==> config.mk <==
export PLATFORM = sky130hd
export DESIGN_NAME = id_ex_operand_stage
export DESIGN_NICKNAME = d
export VERILOG_FILES = /design/src/rtl/id_ex_operand_stage.sv
export SDC_FILE = /design/constraint.sdc
export NUM_CORES = 1
export LEC_CHECK = 0
export BUFFER_PORTS_ARGS = -buffer_cell sky130_fd_sc_hd__buf_2
export CORE_MARGIN = 1
export CORE_UTILIZATION = 30
export DETAILED_ROUTE_END_ITERATION = 6
export SLEW_MARGIN = 20
export SYNTH_ARGS = -nofsm -noshare
export SYNTH_HDL_FRONTEND = slang
export SYNTH_SLANG_ARGS = --single-unit
==> constraint.sdc <==
create_clock -name clk -period 5.2 [get_ports clk]
set_clock_uncertainty 0.1 [all_clocks]
set_input_delay 0.26 -clock clk [delete_from_list [all_inputs] [get_ports clk]]
set_output_delay 0.26 -clock clk [all_outputs]
set_load 0.01 [all_outputs]
==> src/rtl/id_ex_operand_stage.sv <==
// id_ex_operand_stage: MIPS ID/EX pipeline register with EX/MEM operand bypass and load-use bubble insertion
// Ports: clk, reset (sync, active-low); id_* decoded instruction from ID; rf_addr1/2 -> RegFile,
// rf_data1/2 <- RegFile; ex_result / mem_* bypass sources; ex_hold freezes ID/EX, flush kills ID;
// stall_id holds PC and IF/ID; ex_* registered instruction for EX; bubble_cnt saturating load-use count.
module id_ex_operand_stage #(
    parameter int CTRL_W = 8,
    parameter int CNT_W  = 16
) (
    input  logic              clk,
    input  logic              reset,
    input  logic              id_valid,
    input  logic [4:0]        id_rs,
    input  logic [4:0]        id_rt,
    input  logic              id_rs_used,
    input  logic              id_rt_used,
    input  logic [4:0]        id_dst,
    input  logic              id_reg_wr,
    input  logic              id_mem_rd,
    input  logic              id_mem_wr,
    input  logic [CTRL_W-1:0] id_ctrl,
    input  logic [31:0]       id_imm,
    output logic [4:0]        rf_addr1,
    output logic [4:0]        rf_addr2,
    input  logic [31:0]       rf_data1,
    input  logic [31:0]       rf_data2,
    input  logic [31:0]       ex_result,
    input  logic              mem_valid,
    input  logic              mem_reg_wr,
    input  logic [4:0]        mem_dst,
    input  logic [31:0]       mem_result,
    input  logic              ex_hold,
    input  logic              flush,
    output logic              stall_id,
    output logic              ex_valid,
    output logic [31:0]       ex_op1,
    output logic [31:0]       ex_op2,
    output logic [31:0]       ex_imm,
    output logic [4:0]        ex_dst,
    output logic              ex_reg_wr,
    output logic              ex_mem_rd,
    output logic              ex_mem_wr,
    output logic [CTRL_W-1:0] ex_ctrl,
    output logic [CNT_W-1:0]  bubble_cnt
);
    logic        ex_fwd, mem_fwd, load_use;
    logic [31:0] op1, op2;

    assign rf_addr1 = id_rs;
    assign rf_addr2 = id_rt;

    // A load in EX has no data yet, so it is never an EX bypass source.
    assign ex_fwd  = ex_valid & ex_reg_wr & ~ex_mem_rd;
    assign mem_fwd = mem_valid & mem_reg_wr;

    always_comb begin
        op1 = (id_rs == 5'd0) ? 32'd0 : (ex_fwd && ex_dst == id_rs) ? ex_result :
              (mem_fwd && mem_dst == id_rs) ? mem_result : rf_data1;
        op2 = (id_rt == 5'd0) ? 32'd0 : (ex_fwd && ex_dst == id_rt) ? ex_result :
              (mem_fwd && mem_dst == id_rt) ? mem_result : rf_data2;
    end

    assign load_use = id_valid & ex_valid & ex_mem_rd & ex_reg_wr & (ex_dst != 5'd0) &
                      ((id_rs_used & (id_rs == ex_dst)) | (id_rt_used & (id_rt == ex_dst)));
    assign stall_id = ex_hold | (load_use & ~flush);

    always_ff @(posedge clk) begin
        if (!reset) begin
            ex_valid   <= 1'b0;
            ex_op1     <= '0;
            ex_op2     <= '0;
            ex_imm     <= '0;
            ex_dst     <= '0;
            ex_reg_wr  <= 1'b0;
            ex_mem_rd  <= 1'b0;
            ex_mem_wr  <= 1'b0;
            ex_ctrl    <= '0;
            bubble_cnt <= '0;
        end else if (!ex_hold) begin
            if (flush || load_use) begin
                // Bubble: data fields are left as they were, only validity/side effects cleared.
                ex_valid  <= 1'b0;
                ex_reg_wr <= 1'b0;
                ex_mem_rd <= 1'b0;
                ex_mem_wr <= 1'b0;
                if (!flush && bubble_cnt != '1)
                    bubble_cnt <= bubble_cnt + 1'b1;
            end else begin
                ex_valid  <= id_valid;
                ex_op1    <= op1;
                ex_op2    <= op2;
                ex_imm    <= id_imm;
                ex_dst    <= id_dst;
                ex_reg_wr <= id_valid & id_reg_wr;
                ex_mem_rd <= id_valid & id_mem_rd;
                ex_mem_wr <= id_valid & id_mem_wr;
                ex_ctrl   <= id_ctrl;
            end
        end
    end
endmodule
==> results of run 1 <==
## layout make-up
class / instances / area [um^2]
fill: 2469 / 13500
inverter: 69 / 259
clock buffer: 20 / 467
tap: 319 / 399
antenna: 3 / 7.51
timing repair buffer: 400 / 2260
multi-input combinational: 606 / 4050
clock inverter: 9 / 133
sequential: 129 / 2580
## worst min-delay path: stages
cell and delay, ns:
buf_2 0.10, nand3_1 0.06, o21ai_0 0.06
## metrics by stage
step / utilization, % / cell area (um^2)
6_report: 42.9 / 10200
5_1_grt: 42.9 / 10200
4_1_cts: 42.9 / 10200
3_5_place_dp: 38.5 / 9130
3_3_place_gp: 38.5 / 9130
2_1_floorplan: - / 7320
## how the worst max path moves through the flow
stage	from	endpoint	slack, ns	cells past startpoint
2_1_floorplan	ex_dst[4]$_SDFFE_PN0P_	stall_id	3.10	6
3_3_place_gp	id_rs[0]	ex_op1[18]$_SDFFE_PN0P_	1.84	8
3_5_place_dp	id_rs[0]	ex_op1[25]$_SDFFE_PN0P_	1.78	8
4_1_cts	ex_dst[4]$_SDFFE_PN0P_	ex_op1[5]$_SDFFE_PN0P_	1.78	7
5_1_grt	ex_dst[4]$_SDFFE_PN0P_	ex_op1[9]$_SDFFE_PN0P_	1.55	7
6_report	ex_dst[4]$_SDFFE_PN0P_	ex_op1[11]$_SDFFE_PN0P_	1.78	7
## state kept, by name (all words and copies together), names as in the netlist
register	flops
ex_imm	32
ex_op1	32
ex_op2	32
bubble_cnt	16
ex_ctrl	8
ex_dst	5
ex_mem_rd	1
ex_mem_wr	1
ex_reg_wr	1
ex_valid	1
## cells in the mapped netlist, drive strengths merged, types with 15 or more instances
master,n,share of area [%]
o22ai,100,8.5
clkbuf,68,3.5
a21boi,64,6.6
nand2,112,5.7
dfxtp,129,35
and3,17,1.5
buf,34,2.8
or3,15,1.3
nand3,69,4.7
mux2i,61,8.3
o32ai,64,7.7
inv,69,3.5
xnor2,20,2.5
o31ai,15,1.5
## timing repair
item,CTS,global route
endpoints found under the hold margin,43,0
buffers inserted,0,0
hold buffers,43,0
## power by group
| group | switching, mW | internal [mW] |
|---|---|---|
| Clock | 0.485 | 0.786 |
| Sequential | 0.0266 | 1.03 |
| Combinational | 0.270 | 0.200 |
| Total | 0.782 | 2.02 |
## cells by family after synthesis
family / synth area share, %
adder cells (fa/ha/maj): 0.171
multiplexers: 8.34
AND/OR/NAND/NOR: 18.0
AO/OA/AOI/OAI: 25.8
flip-flops: 35.3
buffers and inverters: 9.85
XOR/XNOR: 2.50
## routing by layer
layer,track usage [%],vias up
met5,0,-
met4,11.1,10
met3,7.66,70
met2,38.3,544
met1,29.4,3874
li1,-,3951
==> reports/qor.yml, run 1 <==
logic_synthesis:
  syn_inst: 906
  async_flop_share_pct: 0
  yosysSeqAreaShare_pct: 35.3
  synth_edf_count: 0
  yosysWarnings: 0
  synth_nets: 1107
  ys_types: 40
  syn_area_um2: 7320
  ys_ff_latch: 129
  synth_ff_type: "dfxtp_1"
  avgSynthCellArea_um2: 8.08
sta:
  hold_ws_ns: 0.0149
  final_hold_viol_count: 0
  setup_viol: 0
  rsz0062_at_grt: "false"
  finalCriticalPeriod_ns: 3.42
  finalCritPeriodShare_pct: 65.7
  slew_viol_final: 0
  relSlewSlack_pct: 25.8
  tightest_slew_ns: 1.11
  timing.final.ws_setup_ns: 1.78
  fin_setup_tns_ns: 0
  fmax_ghz: 0.293
clock_network:
  clock_latency_ns: 0.42
  cts_root_buffer: "clkbuf_16"
  clock_path_buffers: 2
  path_clk_slew_ns: 0.06
  cts_resized: 0
  cts_made_buffers: 17
  cts_tree: "built"
  cts_sinks: 129
  htreeDepth: 4
die:
  io_pins: 340
  coreArea_um2: 23700
  initial_core_util_pct: 30.9
  dieArea_um2: 25000
  die_h_um: 158
  num_rows: 56
  die_x_um: 158
pwr:
  powerDensity_nw_per_um2: 275
  p_leak_nw: 4.44
  peakVddDrop_uv: 185
  power.total_mw: 2.80
critical_path:
  r2r-start: "ex_dst[4]$_SDFFE_PN0P_"
  worstPathArrival_ns: 3.57
  cp.required_ns: 5.36
  cp_max_fo: 34
  rr_endpoint: "ex_op1[11]$_SDFFE_PN0P_"
  reg2regPathDepth: 7
  cp_slowest_cell: "o22a_1"
  worstPathCellList: "xnor2_1 > nand3_2 > buf_4 > o22a_1 > o31a_2 > buf_4 > o32ai_1"
  path_buf_inv: 2
  cp-start-kind: "register"
  crit_top_cell: "buf_4"
  crit_family: "compound AO/OA/AOI/OAI gates"
  max_stage_delay_ns: 0.74
  worst-setup-path-type: "reg -> reg"
  endpoint_kind: "register"
  r2r_slack_ns: 1.78
finish:
  fin_nets: 1424
  fin_cells: 1555
  area_growth_pct: 38.9
  final_common_cell: "buf_2"
  layout_common_cells: "338 x buf_2, 129 x dfxtp_1, 112 x nand2_1"
  drive_gt1_share_pct: 32.4
placed_design:
  dp.final_hpwl_um: 21300
  pre_cts_ws_ns: 1.78
  gp_congestion: 0.835
  portBuffers: 339
  place_inst: 1480
hold_path:
  min_to: "ex_mem_wr$_SDFFE_PN0N_"
  min_from: "id_mem_wr"
  hp-class: "in -> reg"
  hold_path_depth: 3
global_route:
  grt_pass1_vias: 8031
  antenna_found_initial: 8
  grt_pass1_wl_um: 45500
  grt_max_degree: 75
  grtUsageTotal_pct: 24.1
  grt_overflow_total: 0
drt:
  drc: 0
  routed-via-count: 8449
  post_drt_via_cell_ratio: 5.43
  route.met3.wl_um: 3390
  wl_met1_um: 12700
  firstDrtPassIters: 5
  drt_wl_total_um: 31100
  route.top_layer_used: "met5"
  dr_wl_met2_um: 14000
  wl_per_cell_um: 20.0
  ant_nets: 0
  first_iter_violations: 726
status:
  status: "completed"
job:
  max_cap_violations: 0
(Power assumes the default switching activity.)
==> inputs of run 2 (changes only) <==
- clock period: 5.2 -> 3.08 ns (I/O delays scaled with it)
==> run 2 against run 1 <==
Effect of this change: first-iteration DRC count fell by 10%; power is 61% higher; flip-flop and latch count unchanged; critical path type unchanged; highest routed layer unchanged.
==> reports/qor.yml, run 2 (synthesis gave the netlist of run 1 again) <==
status:
  status: "completed"
die:
  io_pins: 340
  initial_core_util_pct: 30.9
  num_rows: 56
  coreArea_um2: 23700
  dieArea_um2: 25000
  die_h_um: 158
  die_x_um: 158
sta:
  finalCriticalPeriod_ns: 2.69
  fmax_ghz: 0.372
  tightest_slew_ns: 0.862
  fin_setup_tns_ns: 0
  slew_viol_final: 0
  timing.final.ws_setup_ns: 0.393
  rsz0062_at_grt: "false"
  finalCritPeriodShare_pct: 87.2
  final_hold_viol_count: 0
  relSlewSlack_pct: 42.6
  setup_viol: 0
clock_network:
  clock_path_buffers: 2
  cts_root_buffer: "clkbuf_16"
  htreeDepth: 4
  cts_made_buffers: 17
  clock_latency_ns: 0.42
  path_clk_slew_ns: 0.06
  cts_sinks: 129
  cts_tree: "built"
  cts_resized: 0
critical_path:
  endpoint_kind: "register"
  worstPathArrival_ns: 2.83
  cp_max_fo: 64
  cp.required_ns: 3.23
  worst-setup-path-type: "reg -> reg"
  cp-start-kind: "register"
placed_design:
  gp_congestion: 0.855
  postPlaceCellArea_um2: 9200
  dp.final_hpwl_um: 20800
  pre_cts_ws_ns: 0.445
  place_inst: 1487
  portBuffers: 339
global_route:
  grt_overflow_total: 0
  grtUsageTotal_pct: 24.3
  antenna_found_initial: 5
  grt_pass1_wl_um: 46000
  grt_max_degree: 78
  grt_pass1_vias: 8144
finish:
  stdcell_area_um2: 10300
  fin_nets: 1440
  reg_top3: "ex_imm x32, ex_op1 x32, ex_op2 x32"
  layout_common_cells: "338 x buf_2, 129 x dfxtp_1, 112 x nand2_1"
  fin_cells: 1574
  fin_util_pct: 43.4
  final_common_cell: "buf_2"
  area_growth_pct: 40.5
  drive_gt1_share_pct: 32.7
drt:
  firstDrtPassIters: 5
  drt_wl_total_um: 31400
  ant_nets: 0
  post_drt_via_cell_ratio: 5.34
  first_iter_violations: 652
  drc: 0
  routed-via-count: 8411
  wl_per_cell_um: 19.9
pwr:
  peakVddDrop_uv: 290
  p_leak_nw: 4.49
  powerDensity_nw_per_um2: 439
hold_path:
  hp-class: "in -> reg"
job:
  max_cap_violations: 0
==> run 2: changes by cell type in the layout (fill, tap and decap cells not counted) <==
cell,delta
bufinv_16,-3
inv_8,+1
dlygate4sd3_1,+9
clkinv_2,+1
buf_4,+5
inv_6,+2
clkbuf_8,-2
clkinvlp_4,+3
nor2_2,-1
clkinv_4,+1
buf_12,+2
nor2_1,+1
==> run 2: routing by layer <==
metal	track usage (%)	wire [um]	vias up
met5	0	25	-
met4	9.02	624	4
met3	6.57	2860	45
met2	42.4	15000	450
met1	28.2	12900	3923
li1	-	-	3989
==> run 2: what timing repair did <==
action	in CTS	in global routing
buffers inserted	0	0
endpoints found under the hold margin	49	0
hold buffers	52	0
==> run 2: layout make-up <==
| type | count | area [um^2] |
|---|---|---|
| multi-input cells | 606 | 4050 |
| well taps | 319 | 399 |
| repair buffers | 416 | 2430 |
| inverters | 69 | 259 |
| flip-flops and latches | 129 | 2580 |
| diodes | 3 | 7.51 |
| clock buffers | 18 | 439 |
| clock inverters | 14 | 108 |
| fillers | 2457 | 13400 |
==> run 2: path summary, 6_finish.rpt <==
| check | cells after the start | end | slack (ns) | from |
|---|---|---|---|---|
| setup / recovery | 6 | ex_op1[15]$_SDFFE_PN0P_ | 0.39 | ex_dst[4]$_SDFFE_PN0P_ |
| hold reg to reg | 2 | ex_op2[25]$_SDFFE_PN0P_ | 0.35 | ex_op2[25]$_SDFFE_PN0P_ |
| hold / removal | 3 | ex_op2[0]$_SDFFE_PN0P_ | 0.04 | ex_result[0] |
| setup reg to reg | 6 | ex_op1[15]$_SDFFE_PN0P_ | 0.39 | ex_dst[4]$_SDFFE_PN0P_ |
==> run 2: report_power, final <==
group / internal (mW) / switching, mW
clock: 1.06 / 0.857
sequential: 1.74 / 0.0428
combinational: 0.351 / 0.461
total: 3.16 / 1.36
==> run 2: metrics by stage <==
stage               power (mW)  hold WS (ns)
finish                    4.52        0.0374
floorplan                 2.22         0.184
CTS                       4.56        0.0107
detailed placement        2.58         0.302
global placement          2.57         0.297
global route              4.71        0.0236
==> run 2: worst max-delay path: stages (launching register included) <==
cell	delay (ns)
dfxtp_1	0.47
xnor2_1	0.17
nand3_2	0.10
o22a_1	0.49
o211ai_4	0.28
buf_4	0.61
o32ai_1	0.22
